### src/rtl/vertex_streamer.sv
// vertex_streamer: queues 4-word vertices from the matrix multiplier and
// serialises them as an AXI-stream, one component word per beat, with tlast
// marking the w component of each vertex.
module vertex_streamer #(
   parameter int DEPTH  = 4,
   parameter int WORD_W = 32
) (
   input  logic                           clk_in,
   input  logic                           rst_in,
   input  logic                           valid_in,
   input  logic [3:0][WORD_W-1:0]         vec_in,
   output logic                           m_axis_tvalid,
   input  logic                           m_axis_tready,
   output logic [WORD_W-1:0]              m_axis_tdata,
   output logic                           m_axis_tlast,
   output logic [$clog2(DEPTH+1)-1:0]     count_out,
   output logic                           overflow_out
);

   localparam int PTR_W = $clog2(DEPTH);
   localparam int CNT_W = $clog2(DEPTH+1);

   typedef enum logic {IDLE, SEND} state_t;

   state_t                 state_reg, state_next;
   logic [1:0]             idx_reg, idx_next;
   logic [PTR_W-1:0]       wr_ptr_reg, rd_ptr_reg;
   logic [CNT_W-1:0]       count_reg, count_next;
   logic                   overflow_reg;
   logic [3:0][WORD_W-1:0] mem [DEPTH];

   logic full, handshake, pop, push, drop;

   // A pop frees a slot in the same cycle, so a push at full is still accepted
   // when the last word of the head vector is being taken.
   assign full       = (count_reg == CNT_W'(DEPTH));
   assign handshake  = m_axis_tvalid & m_axis_tready;
   assign pop        = handshake & (idx_reg == 2'd3);
   assign push       = valid_in & (~full | pop);
   assign drop       = valid_in & full & ~pop;
   assign count_next = count_reg + CNT_W'(push) - CNT_W'(pop);

   assign m_axis_tdata = mem[rd_ptr_reg][idx_reg];
   assign m_axis_tlast = (idx_reg == 2'd3);
   assign count_out    = count_reg;
   assign overflow_out = overflow_reg;

   // Vector storage; pointers are PTR_W bits wide so they wrap modulo DEPTH.
   always_ff @(posedge clk_in) begin
      if (push && !rst_in) begin
         mem[wr_ptr_reg] <= vec_in;
      end
   end

   // Queue bookkeeping and FSM state register.
   always_ff @(posedge clk_in) begin
      if (rst_in) begin
         state_reg    <= IDLE;
         idx_reg      <= 2'd0;
         wr_ptr_reg   <= '0;
         rd_ptr_reg   <= '0;
         count_reg    <= '0;
         overflow_reg <= 1'b0;
      end else begin
         state_reg  <= state_next;
         idx_reg    <= idx_next;
         count_reg  <= count_next;
         if (push) begin
            wr_ptr_reg <= wr_ptr_reg + PTR_W'(1);
         end
         if (pop) begin
            rd_ptr_reg <= rd_ptr_reg + PTR_W'(1);
         end
         if (drop) begin
            overflow_reg <= 1'b1;
         end
      end
   end

   // Next-state and output logic: IDLE waits one cycle on a nonzero count,
   // SEND walks the component index and leaves only when the queue drains.
   always_comb begin
      state_next    = state_reg;
      idx_next      = idx_reg;
      m_axis_tvalid = 1'b0;
      case (state_reg)
         IDLE: begin
            if (count_reg != '0) begin
               state_next = SEND;
               idx_next   = 2'd0;
            end
         end
         SEND: begin
            m_axis_tvalid = 1'b1;
            if (handshake) begin
               idx_next = idx_reg + 2'd1;
            end
            if (pop && (count_next == '0)) begin
               state_next = IDLE;
            end
         end
         default: begin
            state_next = IDLE;
            idx_next   = 2'd0;
         end
      endcase
   end

endmodule

### config.mk
export PLATFORM = sky130hd
export DESIGN_NAME = vertex_streamer
export DESIGN_NICKNAME = d
export VERILOG_FILES = /design/src/rtl/vertex_streamer.sv
export SDC_FILE = /design/constraint.sdc
export NUM_CORES = 1
export LEC_CHECK = 0
export ABC_AREA = 1
export BUFFER_PORTS_ARGS = -buffer_cell sky130_fd_sc_hd__buf_2
export CAP_MARGIN = 20
export CORE_MARGIN = 10
export CORE_UTILIZATION = 54
export DETAILED_ROUTE_END_ITERATION = 8
export GPL_TIMING_DRIVEN = 0
export PLACE_DENSITY = 0.76
export SLEW_MARGIN = 20
export SYNTH_ARGS = -nofsm -noshare
export SYNTH_HDL_FRONTEND = slang
export SYNTH_SLANG_ARGS = --single-unit
### constraint.sdc
create_clock -name clk_in -period 7.99 [get_ports clk_in]
set_input_delay 1.598 -clock clk_in [delete_from_list [all_inputs] [get_ports clk_in]]
set_output_delay 1.598 -clock clk_in [all_outputs]
set_load 0.03 [all_outputs]
==> report_table.html <==
<table>
<tr><th>Metric</th><th>Value</th></tr>
<tr><th colspan="2">Status</th></tr>
<tr><td>Run status</td><td>finished clean</td></tr>
<tr><th colspan="2">Synth</th></tr>
<tr><td>Share of Yosys cell area claimed by the top area cell type</td><td>71.25%</td></tr>
<tr><td>Synth warn</td><td>0</td></tr>
<tr><td>Synth Register Bits</td><td>525</td></tr>
<tr><td>Most area-consuming cells after synthesis</td><td>sky130_fd_sc_hd__edfxtp_1 (71%), sky130_fd_sc_hd__nand2_1 (13%), sky130_fd_sc_hd__nand3_1 (5.4%)</td></tr>
<tr><td>Main flop type after synthesis</td><td>sky130_fd_sc_hd__edfxtp_1</td></tr>
<tr><td>Count of flip-flops with a built-in enable after synthesis</td><td>512</td></tr>
<tr><td>Mapped Avg Cell Area</td><td>11.24 µm²</td></tr>
<tr><td>Net count of the mapped netlist</td><td>2059</td></tr>
<tr><td>Distinct cell type count after synthesis</td><td>21</td></tr>
<tr><td>Most used standard cells in the synthesized netlist</td><td>sky130_fd_sc_hd__nand2_1 (764), sky130_fd_sc_hd__edfxtp_1 (512), sky130_fd_sc_hd__nand3_1 (232)</td></tr>
<tr><td>Sequential-to-total area share from yosys stat</td><td>72.46%</td></tr>
<tr><td>Cells after Synth</td><td>1919</td></tr>
<tr><td>Synth async-reset ratio</td><td>0%</td></tr>
<tr><td>Most instantiated library cell after synthesis</td><td>sky130_fd_sc_hd__nand2_1</td></tr>
<tr><td>Area leader, netlist</td><td>sky130_fd_sc_hd__edfxtp_1</td></tr>
<tr><td>Summed instance area of the synthesized netlist</td><td>21580 µm²</td></tr>
<tr><th colspan="2">Critical path</th></tr>
<tr><td>Arrival @ worst endpoint</td><td>3.20 ns</td></tr>
<tr><td>Data required time at the worst endpoint</td><td>6.39 ns</td></tr>
<tr><td>Highest cell delay on the worst timing path</td><td>0.71 ns</td></tr>
<tr><td>CP max-delay cell</td><td>sky130_fd_sc_hd__clkbuf_1</td></tr>
<tr><td>Worst setup path class</td><td>flip-flop to output pin</td></tr>
<tr><td>Startpoint Class</td><td>flip-flop</td></tr>
<tr><td>Critical path endpoint category</td><td>output pin</td></tr>
<tr><td>CP cell instances</td><td>buf_2, clkbuf_1, nand3_1, nand3_1, nand2_1, buf_2</td></tr>
<tr><td>Max Fanout on Critical Path</td><td>10</td></tr>
<tr><th colspan="2">Floorplan</th></tr>
<tr><td>Horizontal die dimension</td><td>219.9 µm</td></tr>
<tr><td>IO Pins</td><td>170</td></tr>
<tr><td>Cell Rows</td><td>73</td></tr>
<tr><td>Floorplan core area</td><td>39640 µm²</td></tr>
<tr><td>Area of the die</td><td>48360 µm²</td></tr>
<tr><td>Starting utilization of the core area</td><td>54.43%</td></tr>
<tr><td>Die Ht</td><td>219.9 µm</td></tr>
<tr><th colspan="2">Route</th></tr>
<tr><td>Wire length on met2</td><td>29850 µm</td></tr>
<tr><td>Final wirelength</td><td>62480 µm</td></tr>
<tr><td>WL/cell</td><td>22.74 µm</td></tr>
<tr><td>DRT Pass-1 Iters</td><td>6</td></tr>
<tr><td>Remaining design rule violation count</td><td>0</td></tr>
<tr><td>Detailed-route wire length on metal 1</td><td>21940 µm</td></tr>
<tr><td>Via density per instance</td><td>5.643</td></tr>
<tr><td>Starting DRT DRC Count</td><td>2076</td></tr>
<tr><td>Uppermost layer routed</td><td>met5</td></tr>
<tr><td>Routed Antenna Nets</td><td>0</td></tr>
<tr><td>Via count</td><td>15510</td></tr>
<tr><td>Metal3 WL</td><td>8237 µm</td></tr>
<tr><th colspan="2">Clock network</th></tr>
<tr><td>Resized Gates After CTS</td><td>0</td></tr>
<tr><td>Clk sinks</td><td>525</td></tr>
<tr><td>Buffer cell driving the clock tree root</td><td>sky130_fd_sc_hd__clkbuf_16</td></tr>
<tr><td>CTS tree</td><td>built</td></tr>
<tr><td># Post-CTS Setup Buffers</td><td>0</td></tr>
<tr><td>Clock-pin slew of the registers on the worst-case setup and hold paths</td><td>0.06 ns</td></tr>
<tr><td>Post-cts hold buffer count</td><td>0</td></tr>
<tr><td>Max Buffers Root-to-Sink</td><td>3</td></tr>
<tr><td>Clock Latency Late Sink</td><td>0.59 ns</td></tr>
<tr><td>TritonCTS Buffers</td><td>52</td></tr>
<tr><td>CTS H-tree depth</td><td>2</td></tr>
<tr><th colspan="2">Timing</th></tr>
<tr><td>Shortest period the worst path allows</td><td>4.799 ns</td></tr>
<tr><td>Final period utilization</td><td>60.06%</td></tr>
<tr><td>Count of final hold-check violations</td><td>0</td></tr>
<tr><td>Max-Slew Margin vs Limit</td><td>40.41%</td></tr>
<tr><td>Number of max-slew violations in the final report</td><td>0</td></tr>
<tr><td>Setup repair after global routing missed its margin</td><td>no</td></tr>
<tr><td>Setup TNS Final</td><td>0 ns</td></tr>
<tr><td>Worst-Margin Slew</td><td>0.8939 ns</td></tr>
<tr><td>Achievable clock frequency</td><td>208.4 MHz</td></tr>
<tr><td>Final count of negative-setup-slack endpoints</td><td>0</td></tr>
<tr><td>Max Clock Skew</td><td>0.009818 ns</td></tr>
<tr><td>Fin Hold WS</td><td>0.4591 ns</td></tr>
<tr><th colspan="2">Job</th></tr>
<tr><td>Max-capacitance violation count</td><td>0</td></tr>
<tr><th colspan="2">Global route</th></tr>
<tr><td>Number of global-route vias before repair</td><td>15180</td></tr>
<tr><td>Total gr overflow</td><td>0</td></tr>
<tr><td>Antenna violations before repair</td><td>16</td></tr>
<tr><td>Maximum number of pins on one net before global-route repair</td><td>24</td></tr>
<tr><td>Global-route wire length before repair</td><td>91200 µm</td></tr>
<tr><td>GRT Resource Usage Total</td><td>25.48%</td></tr>
<tr><th colspan="2">Cells and area</th></tr>
<tr><td>Max FFs per register</td><td>512</td></tr>
<tr><td>Share of the core filled with cells</td><td>63.76%</td></tr>
<tr><td>Proportion of layout cells with a drive suffix above 1</td><td>15.46%</td></tr>
<tr><td>Number of nets in the final layout</td><td>2307</td></tr>
<tr><td>Total non-filler cell area in the finished layout</td><td>25280 µm²</td></tr>
<tr><td>P&amp;R area growth vs syn</td><td>17.13%</td></tr>
<tr><td>Register with the highest flop count</td><td>mem</td></tr>
<tr><th colspan="2">Placed design</th></tr>
<tr><td>Total placed instance area</td><td>23740 µm²</td></tr>
<tr><td>GP Congestion</td><td>0.8988</td></tr>
<tr><td>Total half-perimeter wirelength after legalization and detailed placement</td><td>44130 µm</td></tr>
<tr><td>Buffers on Ports</td><td>168</td></tr>
<tr><th colspan="2">Power</th></tr>
<tr><td>Leak Pwr</td><td>10.07 nW</td></tr>
<tr><td>Worst vdd ir</td><td>189.5 µV</td></tr>
<tr><td>Pwr dens</td><td>233.5 nW/µm²</td></tr>
<tr><th colspan="2">Worst hold path</th></tr>
<tr><td>Min-Delay Path Class</td><td>flip-flop to flip-flop</td></tr>
</table>
==> final cells by class <==
| type | instances | area (µm²) |
|---|---|---|
| Sequential cell | 525 | 15640 |
| Fill cell | 2963 | 14370 |
| Multi-Input combinational cell | 1189 | 5004 |
| Timing Repair Buffer | 194 | 1474 |
| Clock buffer | 73 | 1401 |
| Tap cell | 525 | 656.9 |
| Buffer | 105 | 594.3 |
| Inverter | 100 | 375.4 |
| Clock inverter | 20 | 92.59 |
| Antenna cell | 17 | 42.54 |
==> final timing paths <==
kind / startpoint / endpoint / slack [ns] / depth (start not counted)
worst max-delay path: idx_reg[0] / m_axis_tdata[22] / 3.19 / 6
worst min-delay path: overflow_out / overflow_out / 0.46 / 2
worst max register to register: idx_reg[0] / mem[3][118] / 4.76 / 9
worst min register to register: overflow_out / overflow_out / 0.46 / 2
==> critical path, delay by kind of cell (launching register included) <==
kind          cells  cell delay [ns]
flops             1             0.53
simple gates      3             0.77
buf+inv           3             1.29
==> stage by stage <==
step | power, mW | setup WS, ns | instances
4_1_cts | 5.905 | 3.231 | 2731
3_5_place_dp | 3.742 | 3.854 | 2638
6_report | 5.903 | 3.191 | 2748
2_1_floorplan | 3.492 | 0.04128 | 1919
5_1_grt | 6.071 | 3.191 | 2735
3_3_place_gp | 3.721 | -4.310 | 2612
==> report_power, final <==
part	leakage, nW	total (mW)	switching, mW	internal (mW)
clock network	0.733	2.21	0.992	1.22
logic	4.58	0.540	0.387	0.153
registers	4.75	3.16	0.0281	3.13
==> metal layers <==
| metal | up-vias | track usage [%] |
|---|---|---|
| met5 | - | 0 |
| met1 | 7358 | 32.31 |
| met4 | 10 | 9.336 |
| met2 | 968 | 41.55 |
| li1 | 7006 | - |
| met3 | 164 | 6.732 |
==> cells in the final DEF, fill, tap and decap left out, drive strengths merged <==
master / instances
nand2: 764
fa: 1
a21o: 1
ha: 7
xor2: 1
nand4: 1
clkinvlp: 1
clkbuf: 94
diode: 17
inv: 100
a21oi: 9
dfxtp: 13
o211ai: 15
o21ai: 51
buf: 278
nand3: 232
clkinv: 19
edfxtp: 512
nor2: 107
==> cells by family after synthesis <==
family	Yosys count	synth area share [%]
simple gates	1104	20.56
flops	525	72.46
buf+inv	205	4.494
compound gates	76	1.948
fa+ha+maj	8	0.4987
xor+xnor	1	0.04060
Power figures use the tool's default switching activity.
